<file path="src/rtl/dct_pkg.sv">
// Shared constants and types for the 8x8 DCT block sequencing controller.
package dct_pkg;

  localparam int unsigned DCT_ROWS  = 8;
  localparam int unsigned DCT_ROW_W = 3;
  localparam int unsigned DCT_CNT_W = 15;

  // Occupancy of the two-entry transpose bank FIFO
  typedef enum logic [1:0] {
    ST_EMPTY = 2'b00,
    ST_HALF  = 2'b01,
    ST_FULL  = 2'b10
  } dct_status_e;

  typedef enum logic {
    BANK0 = 1'b0,
    BANK1 = 1'b1
  } dct_bank_e;

  function automatic dct_status_e status_of(input logic [1:0] full);
    case (full)
      2'b00:   return ST_EMPTY;
      2'b11:   return ST_FULL;
      default: return ST_HALF;
    endcase
  endfunction

  function automatic logic [1:0] bank_onehot(input dct_bank_e bank);
    return (bank == BANK1) ? 2'b10 : 2'b01;
  endfunction

  function automatic dct_bank_e other_bank(input dct_bank_e bank);
    return (bank == BANK1) ? BANK0 : BANK1;
  endfunction

endpackage

</file>
<file path="src/rtl/dct_row_ptr.sv">
// Row index wrap counter: advances on adv, pulses wrap on the advance from the last row.
module dct_row_ptr #(
  parameter int unsigned W = 3
) (
  input  logic         clk,
  input  logic         reset,
  input  logic         adv,
  output logic [W-1:0] ptr,
  output logic         wrap
);

  localparam logic [W-1:0] ONE = 1;

  // Row count is a power of two, so the last row is the all-ones index
  assign wrap = adv & (ptr == '1);

  // Pointer register; rolls over naturally to 0 after the last row
  always_ff @(posedge clk or negedge reset) begin
    if (!reset)   ptr <= '0;
    else if (adv) ptr <= ptr + ONE;
  end

endmodule

</file>
<file path="src/rtl/dct_block_ctrl.sv">
// Ping-pong transpose bank sequencer between row and column DCT stages.
// Optional statistics outputs enabled by defining DCT_BLOCK_CTRL_STATS_EN.
module dct_block_ctrl
  import dct_pkg::*;
#(
  parameter int unsigned ROWS  = DCT_ROWS,
  parameter int unsigned ROW_W = DCT_ROW_W,
  parameter int unsigned CNT_W = DCT_CNT_W
) (
  input  logic             clk,
  input  logic             reset,
  input  logic             en,
  input  logic             in_valid,
  output logic             in_ready,
  output logic [1:0]       tp_wr_en,
  output logic [ROW_W-1:0] tp_wr_addr,
  output logic             out_valid,
  input  logic             out_ready,
  output logic [1:0]       tp_rd_en,
  output logic [ROW_W-1:0] tp_rd_addr,
  output logic             dc_en,
  output logic             out_last,
  output logic [CNT_W-1:0] blk_cnt_in,
  output logic [CNT_W-1:0] blk_cnt_out,
  output logic [1:0]       status
`ifdef DCT_BLOCK_CTRL_STATS_EN
  ,
  output logic [15:0]      stall_cnt,
  output logic [0:0]       ovf_flag
`endif
);

  localparam logic [CNT_W-1:0] CNT_ONE  = 1;
  localparam logic [ROW_W-1:0] LAST_ROW = ROW_W'(ROWS - 1);

  dct_bank_e  wr_bank, rd_bank;
  logic [1:0] bank_full, bank_full_nxt;
  logic       wr_hs, rd_hs, wr_wrap, rd_wrap;

  assign in_ready  = en & ~bank_full[wr_bank];
  assign wr_hs     = in_valid & in_ready;
  assign out_valid = bank_full[rd_bank];
  assign rd_hs     = out_valid & out_ready;

  assign tp_wr_en  = wr_hs ? bank_onehot(wr_bank) : 2'b00;
  assign tp_rd_en  = rd_hs ? bank_onehot(rd_bank) : 2'b00;
  assign dc_en     = out_valid & (tp_rd_addr == '0);
  assign out_last  = out_valid & (tp_rd_addr == LAST_ROW);
  assign status    = status_of(bank_full);

  dct_row_ptr #(.W(ROW_W)) u_wr_ptr (
    .clk(clk), .reset(reset), .adv(wr_hs), .ptr(tp_wr_addr), .wrap(wr_wrap)
  );

  dct_row_ptr #(.W(ROW_W)) u_rd_ptr (
    .clk(clk), .reset(reset), .adv(rd_hs), .ptr(tp_rd_addr), .wrap(rd_wrap)
  );

  // Bank occupancy update; a completing write and a completing read always
  // target different banks, so both edits can apply in the same cycle
  always_comb begin
    bank_full_nxt = bank_full;
    if (wr_wrap) bank_full_nxt[wr_bank] = 1'b1;
    if (rd_wrap) bank_full_nxt[rd_bank] = 1'b0;
  end

  // Bank ownership, occupancy and block counters
  always_ff @(posedge clk or negedge reset) begin
    if (!reset) begin
      wr_bank     <= BANK0;
      rd_bank     <= BANK0;
      bank_full   <= '0;
      blk_cnt_in  <= '0;
      blk_cnt_out <= '0;
    end else begin
      bank_full <= bank_full_nxt;
      if (wr_wrap) begin
        wr_bank    <= other_bank(wr_bank);
        blk_cnt_in <= blk_cnt_in + CNT_ONE;
      end
      if (rd_wrap) begin
        rd_bank     <= other_bank(rd_bank);
        blk_cnt_out <= blk_cnt_out + CNT_ONE;
      end
    end
  end

`ifdef DCT_BLOCK_CTRL_STATS_EN
  // Saturating output-stall counter and sticky input-overflow flag
  always_ff @(posedge clk or negedge reset) begin
    if (!reset) begin
      stall_cnt <= '0;
      ovf_flag  <= '0;
    end else begin
      if (out_valid && !out_ready && (stall_cnt != '1)) stall_cnt <= stall_cnt + 16'd1;
      if (in_valid && !in_ready && en) ovf_flag <= 1'b1;
    end
  end
`endif

endmodule

</file>
<file path="config.mk">
export PLATFORM = sky130hd
export DESIGN_NAME = dct_block_ctrl
export DESIGN_NICKNAME = d
export VERILOG_FILES = /design/src/rtl/dct_pkg.sv /design/src/rtl/dct_row_ptr.sv /design/src/rtl/dct_block_ctrl.sv
export SDC_FILE = /design/constraint.sdc
export NUM_CORES = 1
export LEC_CHECK = 0
export CAP_MARGIN = 0
export CORE_UTILIZATION = 43
export CTS_CLUSTER_DIAMETER = 100
export DETAILED_ROUTE_END_ITERATION = 10
export PLACE_DENSITY = 0.75
export SYNTH_ARGS = -nofsm -noshare
export SYNTH_HDL_FRONTEND = slang
export SYNTH_SLANG_ARGS = --single-unit
</file>
<file path="constraint.sdc">
create_clock -name clk -period 1.6 [get_ports clk]
set_input_delay 0.48 -clock clk [delete_from_list [all_inputs] [get_ports clk]]
set_output_delay 0.48 -clock clk [all_outputs]
set_load 0.02 [all_outputs]
</file>
==> metrics <==
filler cell count=228; wl on met1=2130 um; TritonCTS clock tree=yes; relative slew slack=74.4%; die height=68.1 um; CTS Hold Bufs=0; GRT Total Usage=22.4%; wire length on met3=235 um; Storage cell area=0.00101 sq mm; per-cell routed wire length=16.4 um; #FFs+latches synth=40; DR vias/cell=5.18; antenna-violating nets left=0; Slowest cell on crit path=dfrtp_1; RePlAce Congestion=0.762; Core Region=0.00409 sq mm; clk_skew=0.0147 ns; Starting Density=46.0%; worst path arrival time=1.43 ns; Synth cell types=28; Avg Inst Size Synth=12.1 sq um; Pins Over Slew Limit=0; FFs w/ async S/R, synth=100%; clk sinks=40; final setup violating endpoints=26; Yosys Warn Count=0; largest net degree at the start of global routing=41; first-pass GRT wire length=7510 um; DP HPWL=3180 um; Layout area overhead=72.9%; setup ws final=-0.310 ns; max incr delay on CP=0.43 ns; ANT cells=0; clk buf depth=2; share of cells above drive strength 1=49.1%; initial antenna violation count=0; CTS Buf Count=5; Finished Core Util=79.5%; Worst-path clk slew=0.09 ns; Synth area leader=dfrtp_1; Die Span X=68.1 um; CP bufs+invs=1; cell family with most CP delay=flip-flops; root buf cell=clkbuf_8; initial drt markers=88; area of the multi-input gates=0.00111 sq mm; critical path, cell by cell=mux2i_4 > and2b_2 > buf_6; Synth Cell Area=0.00188 sq mm; Worst-Skew Late Latency=0.30 ns; Die Area=0.00464 sq mm; DR vias=1642; failing checks=setup timing; Max IR drop VDD=1.23 mV; H-tree Lvls=2; drc violations=0; Mapped Nets=168; Final #Nets=279; met2 routed WL=2660 um; required time of the critical path=1.12 ns; vias in the first global route=1660; Rows=23; Startpoint Class=register; Leakage=0.00170 uW; io pins=51; outcome=complete, but fails checks; Routed WL=5190 um; Worst Max-Slew Pin Slew=0.382 ns; min-delay worst type=input port to async pin; total power=4360 uW; Final Non-Filler Cells=317; Post-synth EDFFs=0; max-cap violations=0; Final Cycle Share=119%; Pre-antenna DRT Iters=4; crit path kind=register to output port; Fin. Hold Viols=0; DR top layer=met4; register area share after synthesis=53.2%; Syn Inst Count=155; Crit. End Element=output port; RSZ-0062 raised after global routing=yes; # placed instances=292; minimum clock period=1.91 ns; fmax=523 MHz; PwrDens=1340 mW/mm^2; top cell type's share of synthesized area=53.2%; synth top area cells=dfrtp_1 (53%), xnor2_1 (10%), ha_1 (5.3%), mux2_2 (4.2%), xor2_1 (3.7%); Port Buf Inserts=50; Critical Path Fanout Max=4; grt ovf=0; top_reg_cell synth=dfrtp_1
[where the power goes]
group / internal (uW) / total [uW] / switching [uW] / leakage (uW)
logic: 1150 / 2090 / 945 / 0.00111
registers: 1190 / 1400 / 212 / 0.000527
clock network: 470 / 865 / 395 / 0.0000583
[cell usage after synthesis (3+ instances only)]
library cell and number:
and4_1 3, xor2_1 8, nand2_1 14, a21oi_1 3, nand3_1 9, nor2_1 7
inv_1 5, ha_1 8, dfrtp_1 40, and3_1 3, mux2_2 7, xnor2_1 22
nand4_1 8
[worst paths after layout]
kind,depth (start not counted),slack [ns],startpoint,endpoint
worst max-delay path,3,-0.31,rd_bank,out_last
worst min-delay path,2,0.14,reset,wr_bank
worst max register to register,8,-0.16,u_wr_ptr.ptr[1],blk_cnt_in[12]
worst min register to register,1,0.47,blk_cnt_in[14],blk_cnt_in[14]
max in group asynchronous,2,1.25,reset,bank_full[1]
min in group clk,1,0.47,blk_cnt_in[14],blk_cnt_in[14]
[repair_timing]
action | in CTS | in global routing
cloned | 0 | 0
pin swaps | 16 | 22
setup buffers | 9 | 14
resized for setup | 149 | 45
setup endpoints to repair | 66 | 42
[final cells by class]
type / instances / area share (%)
sequential: 40 / 31.0
timing repair buffer: 104 / 28.7
clock inverter: 3 / 1.46
tap: 50 / 1.92
inverter: 5 / 0.654
clock buffer: 5 / 2.12
multi-input combinational: 110 / 34.1
[cells by family after synthesis]
logic type	Yosys count	synth area share, %
AND/OR/NAND/NOR	58	19.6
flip-flops	40	53.2
XOR/XNOR	30	14.0
multiplexers	8	4.72
adder cells (fa/ha/maj)	8	5.32
AO/OA/AOI/OAI	6	2.13
buffers and inverters	5	0.998
[state kept, by name, indices dropped and copies added (netlist names)]
name and cells:
rd_bank 1, wr_bank 1, u_wr_ptr.ptr 3, bank_full 2
u_rd_ptr.ptr 3, blk_cnt_in 15, blk_cnt_out 15
[placed cells by master (no fill, tap or decap), drive strengths merged]
master         count
bufinv             1
dfrtp             40
nor2               7
and3b              1
ha                 8
mux2i              1
nand2             14
nor3               2
and4               3
nor4               3
and2b              1
clkinv             2
and2               1
a21oi              3
buf               70
nand3              9
xor2               8
a31oi              1
dlygate4sd2       25
nand4              8
and3               5
mux2               7
nor4b              1
xnor2             22
clkbuf             6
nand2b             1
nand3b             1
nor3b              1
inv                5
a22o               2
clkdlybuf4s15      8
[routing by layer]
| metal | global-route usage (%) | vias to the layer above |
|---|---|---|
| li1 | - | 771 |
| met1 | 25.1 | 803 |
| met2 | 38.4 | 53 |
| met3 | 7.33 | 15 |
| met4 | 9.90 | 0 |
| met5 | 0 | - |
[per-stage QoR]
stage	setup WS [ns]	instance area [sq um]	setup TNS (ns)	hold slack, ns
finish	-0.310	3250	-3.43	0.136
global route	-0.375	3250	-4.86	0.148
CTS	-0.308	3060	-4.05	0.141
detailed placement	-0.817	2760	-15.05	0.465
global placement	-0.798	2760	-13.13	0.459
floorplan	-0.0777	1920	-0.294	0.184
No activity file was read; power rests on OpenSTA's default activity.
==> patch: new RTL, same flow settings <==
The option `DCT_BLOCK_CTRL_STATS_EN` is turned on by a define.
--- a/src/rtl/dct_block_ctrl.sv
+++ b/src/rtl/dct_block_ctrl.sv
@@ -2,2 +2,4 @@
 // Optional statistics outputs enabled by defining DCT_BLOCK_CTRL_STATS_EN.
+`define DCT_BLOCK_CTRL_STATS_EN
+
 module dct_block_ctrl
Check against the original RTL (old outputs only; new: ovf_flag and stall_cnt): equivalent (equiv_simple and equiv_induct, registers matched by name and starting in step).
==> patch against the unedited design <==
  * Critical path type unchanged
  * Routed wire length is 38% higher
  * Area after synthesis increased by 43%
  * Sequential cell count rose by 17
  * Utilization is 3.4 points lower
  * Largest cell class unchanged
  * Power grew 41%
  * Critical path depth is 1 higher
  * Combinational power rose by 30%
  * Fmax grew 2.4%
  * Worst setup slack improved by 0.044 ns
  * Largest power group unchanged
  * Die area increased by 42%
  * The run still ends with negative setup slack left
  * Non-clock buffer count is 31 higher
  * Cell area up 40%
==> patch: results <==
[place]
dp.final_hpwl_um = 4530
place_ws_ns = -0.787
dp.cells = 439
io_buffers = 67
place_congestion = 0.835
placed_area_um2 = 4020

[setup_path]
rr_worst_depth = 5
r2r-start = "rd_bank"
critical-path-max-stage-delay_ns = 0.40
rr_endpoint = "stall_cnt[6]"
cp_slowest_cell = "dfrtp_2"
worst-path-max-fanout = 3
arrival_ns = 1.39

[sta]
slew_headroom_pct = 71.5
postLayoutSetupSlackWorst_ns = -0.266
finalSetupViolCount = 33
finalClockSkew_ns = 0.00649
hold-worst-slack_ns = 0.0506
setup_tns_ns = -3.53

[cts]
htreeDepth = 3
clk_pin_slew_ns = 0.06
cts_buffers = 9
clock_latency_ns = 0.34

[yosys]
synth.avg_cell_area_um2 = 11.2
ys_types = 35
yosys-top-cells-count = "dfrtp_1 (57), xnor2_1 (23), xor2_1 (20)"
async_flop_share_pct = 100
synth_nets = 254
synthTopCellsByArea = "dfrtp_1 (53%), xnor2_1 (7.5%), xor2_1 (6.5%)"

[finish]
drive_above_1_share_pct = 44.4
nFillCells = 385
fin_nets = 399
multiInputGateArea_um2 = 1630

[global_routing]
grt_max_degree = 28
grt_util_all_layers_pct = 22.8
grt_pass1_wl_um = 11100

[detailed_routing]
via_count = 2446
wl_met1_um = 3060
drt-initial-drc-count = 91
wl_met3_um = 198
finalWirelength_um = 7180

[power_and_ir_drop]
clkPwrFrac_pct = 23.0
switching_share_pct = 35.4
power_leakage_nw = 2.28
pg_seq_mw = 2.04

[run_status]
violations = "negative setup slack"
status = "complete, but fails checks"
-- patch: repair_timing --
item | 4_1_cts | 5_1_grt
endpoints found under the setup margin | 91 | 69
buffers inserted | 9 | 5
gates resized for setup | 171 | 63
pin swaps | 24 | 16
-- patch: worst max-delay path by stage --
| stage | from | end | slack (ns) | depth (start not counted) |
|---|---|---|---|---|
| CTS | rd_bank | out_last | -0.28 | 4 |
| global placement | en | tp_wr_en[1] | -0.73 | 4 |
| floorplan | rd_bank | out_last | -0.05 | 3 |
| finish | rd_bank | out_last | -0.27 | 4 |
| global route | rd_bank | out_last | -0.31 | 4 |
| detailed placement | en | tp_wr_en[1] | -0.79 | 4 |
-- patch: layer usage --
metal,GRT usage [%],vias to the layer above
met1,28.6,1227
met3,4.27,14
met4,12.3,0
met2,37.1,49
met5,0,-
li1,-,1156
-- patch: worst register-to-register path: cells and delay by family, from the launching register on --
kind,cells,cell delay (ns)
mux,1,0.21
simple gates,2,0.62
compound gates,1,0.21
flops,1,0.43
buf+inv,1,0.21
-- patch: cell families after synthesis --
| kind of cell | count (synthesis) | share of synthesized area, % |
|---|---|---|
| buffers and inverters | 8 | 1.12 |
| multiplexers | 9 | 3.81 |
| flip-flops | 57 | 53.0 |
| XOR/XNOR | 43 | 14.0 |
| AO/OA/AOI/OAI | 13 | 2.97 |
| adder cells (fa/ha/maj) | 9 | 4.18 |
| AND/OR/NAND/NOR | 101 | 21.0 |
-- patch: final cells by class --
| class | instances | share of cell area [%] |
|---|---|---|
| Clock inverter | 2 | 0.768 |
| Sequential cell | 57 | 31.5 |
| Tap cell | 75 | 2.06 |
| Multi-Input combinational cell | 175 | 35.7 |
| Clock buffer | 14 | 3.78 |
| Inverter | 7 | 0.576 |
| Timing Repair Buffer | 135 | 25.6 |
